$ cat config.mk
export PLATFORM = sky130hd
export DESIGN_NAME = wfg_drive_spi_mc_wishbone_reg
export DESIGN_NICKNAME = d
export VERILOG_FILES = /design/src/rtl/wfg_drive_spi_mc_wishbone_reg.sv
export SDC_FILE = /design/constraint.sdc
export NUM_CORES = 1
export LEC_CHECK = 0
export BUFFER_PORTS_ARGS = -buffer_cell sky130_fd_sc_hd__buf_2
export CAP_MARGIN = 20
export CORE_UTILIZATION = 40
export CTS_CLUSTER_DIAMETER = 30
export CTS_CLUSTER_SIZE = 28
export DETAILED_ROUTE_END_ITERATION = 8
export HOLD_SLACK_MARGIN = 0.1
export MAX_ROUTING_LAYER = met4
export PLACE_DENSITY = 0.84
export SYNTH_ARGS = -nofsm -noshare
export SYNTH_HDL_FRONTEND = slang
export SYNTH_SLANG_ARGS = --single-unit
$ cat constraint.sdc
create_clock -name wb_clk_i -period 2.2 [get_ports wb_clk_i]
set_clock_uncertainty 0.15 [all_clocks]
set_input_delay 0.22 -clock wb_clk_i [delete_from_list [all_inputs] [get_ports wb_clk_i]]
set_output_delay 0.22 -clock wb_clk_i [all_outputs]
set_load 0.02 [all_outputs]
$ cat src/rtl/wfg_drive_spi_mc_wishbone_reg.sv
// Wishbone register bank for NUM_CH SPI drive channels: CTRL/CFG/CLKCFG/STATUS per channel.
// Define WFG_DRIVE_SPI_MC_SHADOW_EN to stage CFG/CLKCFG in shadow registers committed when idle.
module wfg_drive_spi_mc_wishbone_reg #(
    parameter int unsigned BUSW   = 32,
    parameter int unsigned NUM_CH = 2,
    parameter int unsigned DIVW   = 8
) (
    input  logic                     wb_clk_i,
    input  logic                     wb_rst_n_i,
    input  logic                     wbs_stb_i,
    input  logic                     wbs_cyc_i,
    input  logic                     wbs_we_i,
    input  logic [BUSW/8-1:0]        wbs_sel_i,
    input  logic [BUSW-1:0]          wbs_dat_i,
    input  logic [BUSW-1:0]          wbs_adr_i,
    output logic                     wbs_ack_o,
    output logic                     wbs_err_o,
    output logic [BUSW-1:0]          wbs_dat_o,
    output logic [NUM_CH-1:0]        ctrl_en_q_o,
    output logic [NUM_CH-1:0]        cfg_cpol_q_o,
    output logic [NUM_CH-1:0]        cfg_lsbfirst_q_o,
    output logic [NUM_CH-1:0]        cfg_sspol_q_o,
    output logic [2*NUM_CH-1:0]      cfg_dff_q_o,
    output logic [DIVW*NUM_CH-1:0]   clkcfg_div_q_o,
    input  logic [NUM_CH-1:0]        busy_i,
    input  logic [NUM_CH-1:0]        done_i,
    output logic [NUM_CH-1:0]        irq_o
);

    localparam int unsigned SELW = BUSW / 8;
    localparam int unsigned CHW  = (NUM_CH > 1) ? $clog2(NUM_CH) : 1;
    localparam int unsigned CFGW = 5;

    logic              req;
    logic              adr_ok;
    logic              wr;
    logic              rd;
    logic [1:0]        reg_sel;
    logic [CHW-1:0]    ch_sel;
    logic [BUSW-1:0]   bmask;
    logic [BUSW-1:0]   wdat;
    logic [BUSW-1:0]   rdata;

    logic [NUM_CH-1:0] ie_q;
    logic [NUM_CH-1:0] done_q;
    logic [NUM_CH-1:0] ovf_q;
    logic [NUM_CH-1:0] pend_q;

    logic [NUM_CH-1:0] hit_ctrl;
    logic [NUM_CH-1:0] hit_cfg;
    logic [NUM_CH-1:0] hit_div;
    logic [NUM_CH-1:0] hit_stat;
    logic [NUM_CH-1:0] clr_done;
    logic [NUM_CH-1:0] clr_ovf;

    logic [CFGW-1:0]   cfg_act  [NUM_CH];
    logic [CFGW-1:0]   cfg_view [NUM_CH];
    logic [DIVW-1:0]   div_view [NUM_CH];
    logic [CFGW-1:0]   cfg_new  [NUM_CH];
    logic [DIVW-1:0]   div_new  [NUM_CH];

    logic              unused_bits;

    // Access decode: a new access is taken only when no response is in flight
    assign req     = wbs_stb_i & wbs_cyc_i & ~wbs_ack_o & ~wbs_err_o;
    assign adr_ok  = (wbs_adr_i[1:0] == 2'b00) &&
                     (wbs_adr_i[BUSW-1:4] < (BUSW-4)'(NUM_CH));
    assign wr      = req & adr_ok & wbs_we_i;
    assign rd      = req & adr_ok & ~wbs_we_i;
    assign reg_sel = wbs_adr_i[3:2];
    assign ch_sel  = wbs_adr_i[CHW+3:4];
    assign wdat    = wbs_dat_i & bmask;

    assign unused_bits = ^{bmask, wdat};

    always_comb begin
        bmask = '0;
        for (int k = 0; k < int'(SELW); k++) begin
            bmask[8*k +: 8] = {8{wbs_sel_i[k]}};
        end
    end

    always_comb begin
        hit_ctrl = '0;
        hit_cfg  = '0;
        hit_div  = '0;
        hit_stat = '0;
        for (int c = 0; c < int'(NUM_CH); c++) begin
            if (wr && (ch_sel == CHW'(c))) begin
                case (reg_sel)
                    2'd0:    hit_ctrl[c] = 1'b1;
                    2'd1:    hit_cfg[c]  = 1'b1;
                    2'd2:    hit_div[c]  = 1'b1;
                    default: hit_stat[c] = 1'b1;
                endcase
            end
        end
    end

    assign clr_done = hit_stat & {NUM_CH{wdat[1]}};
    assign clr_ovf  = hit_stat & {NUM_CH{wdat[2]}};

`ifdef WFG_DRIVE_SPI_MC_SHADOW_EN
    logic [CFGW-1:0]   sh_cfg_q [NUM_CH];
    logic [DIVW-1:0]   sh_div_q [NUM_CH];
    logic [NUM_CH-1:0] commit;

    assign commit = hit_ctrl & {NUM_CH{wdat[1]}};

    always_comb begin
        for (int c = 0; c < int'(NUM_CH); c++) begin
            cfg_view[c] = sh_cfg_q[c];
            div_view[c] = sh_div_q[c];
        end
    end
`else
    assign pend_q = '0;

    always_comb begin
        for (int c = 0; c < int'(NUM_CH); c++) begin
            cfg_view[c] = cfg_act[c];
            div_view[c] = clkcfg_div_q_o[DIVW*c +: DIVW];
        end
    end
`endif

    // Byte-lane merge of write data into whichever copy the bus sees
    always_comb begin
        for (int c = 0; c < int'(NUM_CH); c++) begin
            cfg_act[c] = {cfg_sspol_q_o[c], cfg_dff_q_o[2*c +: 2],
                          cfg_lsbfirst_q_o[c], cfg_cpol_q_o[c]};
            cfg_new[c] = (cfg_view[c] & ~bmask[CFGW-1:0]) | wdat[CFGW-1:0];
            div_new[c] = (div_view[c] & ~bmask[DIVW-1:0]) | wdat[DIVW-1:0];
        end
    end

    // Read mux; sampled before any same-cycle status update lands
    always_comb begin
        rdata = '0;
        for (int c = 0; c < int'(NUM_CH); c++) begin
            if (ch_sel == CHW'(c)) begin
                case (reg_sel)
                    2'd0:    rdata[2:0]      = {ie_q[c], 1'b0, ctrl_en_q_o[c]};
                    2'd1:    rdata[CFGW-1:0] = cfg_view[c];
                    2'd2:    rdata[DIVW-1:0] = div_view[c];
                    default: rdata[3:0]      = {pend_q[c], ovf_q[c], done_q[c], busy_i[c]};
                endcase
            end
        end
    end

    always_ff @(posedge wb_clk_i) begin
        if (!wb_rst_n_i) begin
            wbs_ack_o <= 1'b0;
            wbs_err_o <= 1'b0;
            wbs_dat_o <= '0;
        end else begin
            wbs_ack_o <= req & adr_ok;
            wbs_err_o <= req & ~adr_ok;
            if (req && !adr_ok) begin
                wbs_dat_o <= '0;
            end else if (rd) begin
                wbs_dat_o <= rdata;
            end
        end
    end

    always_ff @(posedge wb_clk_i) begin
        if (!wb_rst_n_i) begin
            ctrl_en_q_o      <= '0;
            ie_q             <= '0;
            done_q           <= '0;
            ovf_q            <= '0;
            irq_o            <= '0;
            cfg_cpol_q_o     <= '0;
            cfg_lsbfirst_q_o <= '0;
            cfg_sspol_q_o    <= '0;
            cfg_dff_q_o      <= '0;
            clkcfg_div_q_o   <= '0;
`ifdef WFG_DRIVE_SPI_MC_SHADOW_EN
            pend_q           <= '0;
            for (int c = 0; c < int'(NUM_CH); c++) begin
                sh_cfg_q[c] <= '0;
                sh_div_q[c] <= '0;
            end
`endif
        end else begin
            irq_o  <= done_q & ie_q;
            // A new done while DONE is being acknowledged is not an overflow
            done_q <= (done_q & ~clr_done) | done_i;
            ovf_q  <= (ovf_q & ~clr_ovf) | (done_i & done_q & ~clr_done);
            for (int c = 0; c < int'(NUM_CH); c++) begin
                if (hit_ctrl[c] && bmask[0]) begin
                    ctrl_en_q_o[c] <= wdat[0];
                    ie_q[c]        <= wdat[2];
                end
`ifdef WFG_DRIVE_SPI_MC_SHADOW_EN
                if (hit_cfg[c]) begin
                    sh_cfg_q[c] <= cfg_new[c];
                end
                if (hit_div[c]) begin
                    sh_div_q[c] <= div_new[c];
                end
                if (pend_q[c] && !busy_i[c]) begin
                    {cfg_sspol_q_o[c], cfg_dff_q_o[2*c +: 2],
                     cfg_lsbfirst_q_o[c], cfg_cpol_q_o[c]} <= sh_cfg_q[c];
                    clkcfg_div_q_o[DIVW*c +: DIVW]        <= sh_div_q[c];
                end
`else
                if (hit_cfg[c]) begin
                    {cfg_sspol_q_o[c], cfg_dff_q_o[2*c +: 2],
                     cfg_lsbfirst_q_o[c], cfg_cpol_q_o[c]} <= cfg_new[c];
                end
                if (hit_div[c]) begin
                    clkcfg_div_q_o[DIVW*c +: DIVW] <= div_new[c];
                end
`endif
            end
`ifdef WFG_DRIVE_SPI_MC_SHADOW_EN
            pend_q <= (pend_q & busy_i) | commit;
`endif
        end
    end

endmodule

==> summary.txt <==
Run status
  – Status: complete, no violations

Clocking
  – Maximum clock path buffer count: 2
  – Post-CTS Setup Inserts: 0
  – CTS tree: built
  – TritonCTS Buffers: 5
  – Clock sinks: 46
  – Number of hold buffers added after CTS: 7
  – CTS Root Cell: clkbuf_8
  – Clk_lat worst skew: 0.31 ns
  – Worst-path clk slew: 0.10 ns
  – H-Tree Depth: 2
  – Post-CTS Resized: 0

STA
  – Fin. Hold Viols: 0
  – Tcrit/Tclk final: 91.6%
  – Post-layout min period: 2.02 ns
  – Max Fclk: 496 MHz
  – Post-Route Setup TNS: 0 ns
  – RSZ-0062 raised after global routing: no
  – Final setup violation count: 0
  – Final Max Tran Viols: 0

Global routing
  – Vias in the first global route: 2083
  – Largest net degree at the start of global routing: 26
  – Initial antenna violation count: 0
  – Global-route wire length before repair: 9.64 mm
  – GRT Util Overall: 19.9%
  – Total gr overflow: 0

Final layout
  – Final std cells w/o fill: 431
  – Commonest non-fill, non-tap cell in the layout: buf_2
  – Area Overhead vs Synth: 25.4%
  – Layout Nets: 437
  – # diodes: 0
  – Layout cell share with drive strength beyond 1: 37.6%
  – Most frequent cells in the layout: buf_2 (89), nand2_1 (50), dfxtp_1 (46), mux2i_1 (32), conb_1 (24)

Drt
  – Routed length per placed instance: 14.2 um
  – Total vias in the final route: 2168
  – First drt pass iteration count: 4
  – Starting DRT DRC Count: 115
  – Via density: 5.03
  – ANT nets after route: 0
  – DRC Markers: 0
  – Routed WL: 6.14 mm

Synthesis
  – Post-synth ARST share: 0%
  – Yosys cell types: 42
  – Mux cell area share after synthesis: 14.8%
  – Synth area leader: dfxtp_1
  – Number of synthesized flops with an enable pin: 0
  – XOR/XNOR Fraction of Synth Area: 0%
  – Top FF cell, synth: dfxtp_1
  – Mapped cell area: 2480 sq um
  – Post-Synth Adder-Cell Area: 2.53%
  – Simple-gate area share of the yosys netlist: 22.7%
  – Synth Area in Compound Gates: 11.5%
  – Synth area leaders: dfxtp_1 (37%), mux2i_1 (13%), buf_4 (7.6%)
  – Mapped Cells: 255
  – Largest family of logic cells by synthesized area: simple AND/OR/NAND/NOR gates
  – Syn avg cell area: 9.71 sq um
  – Sequential share of the synthesized area: 37.2%
  – Share of the synthesized area in the top cell type: 37.2%
  – Yosys reg bits: 46
  – Synth warn: 0

Placement
  – Buffers on Ports: 89
  – Placed Cells: 416
  – GP Congestion: 0.843
  – HPWL Detailed: 4.61 mm

Floorplanning
  – Core Rows: 28
  – Core Area: 5960 sq um
  – Die area: 6510 sq um
  – Die X: 80.7 um
  – Initial Util: 41.6%
  – Die Y: 80.7 um
  – Num ports: 141

Min path
  – Hold WC Path Type: in -> reg
  – Hold Path Origin: wbs_dat_i[3]

Setup path
  – Setup CP Type: reg -> reg
  – Crit path max-delay cell type: or4_1
  – Critical path startpoint category: flip-flop
  – Worst path required time: 2.28 ns
  – CP cell instances: nor4bb_1 > buf_4 > nand2_1 > or4_1 > o2bb2ai_1
  – Crit path from: wbs_ack_o
  – CP Data Arrival Time: 2.10 ns
  – Crit. End Element: flip-flop
  – R2R Path Start: wbs_ack_o
  – Critical path's largest stage delay: 0.62 ns
  – CP max FO: 8
  – WP buf/inv: 1
  – Crit-path leading delay family: simple AND/OR/NAND/NOR gates

Power and ir drop
  – Worst vdd ir: 0.350 mV
  – PD cells: 512 nW/um^2
  – Static leakage: 0.00135 uW

Flow run
  – Max-cap viol count: 0
-- worst paths after layout --
check,end,slack [ns],depth (start not counted)
worst min register to register,wbs_dat_o[2],0.32,1
worst min-delay path,flip-flop,0.10,3
worst max-delay path,wbs_dat_o[3],0.18,5
worst max register to register,wbs_dat_o[3],0.18,5
-- where the power goes --
group	internal, uW	switching, uW
Clock	230	314
Combinational	74.4	132
Sequential	838	4.45
Total	1140	450
-- cell families (layout without fill, tap and decap cells) --
kind of cell | count (synthesis) | in the layout
adders and majority gates | 5 | 5
other | 1 | 24
AOI/OAI and AO/OA | 32 | 32
buffers and inverters | 44 | 122
muxes | 36 | 36
and+or+nand+nor | 91 | 91
DFF | 46 | 46
-- layer usage --
metal	up-vias	GRT usage [%]	part of all wire, %
li1	1061	-	-
met1	1023	23.2	45
met2	78	32.8	50
met3	6	4.09	5.0
met4	0	9.11	0.62
met5	-	-	0
-- synth_stat cells (all sizes together), types with 5 or more instances --
library cell	number
dfxtp	46
nand3	7
mux2i	32
ha	5
nor4	16
clkbuf	10
buf	29
nand4	5
nand2	50
o2bb2ai	8
a22oi	7
-- final cells by class --
cell class              count  area (sq um)
repair buffers            109           613
multi-input cells         188          1370
clock inverters             3          25.0
inverters                   5          18.8
clock buffers               5          68.8
flip-flops and latches     46           921
well taps                  75          93.8
fillers                   567          2850
-- stage by stage --
step           area, sq um  utilization (%)  hold WS [ns]  total power [uW]  setup slack, ns
2_1_floorplan         2560                -         0.199              1010            0.277
3_3_place_gp          2940             49.4         0.296              1050            0.185
3_5_place_dp          2940             49.4         0.303              1060            0.170
4_1_cts               3110             52.1         0.106              1600            0.181
5_1_grt               3110             52.1         0.110              1650           0.0543
6_report              3110             52.1         0.101              1590            0.184
-- worst min-delay path: cells and delay by family --
kind | cells | cell delay, ns
simple gates | 1 | 0.09
buf+inv | 1 | 0.07
mux | 1 | 0.13
(Power assumes the default switching activity.)
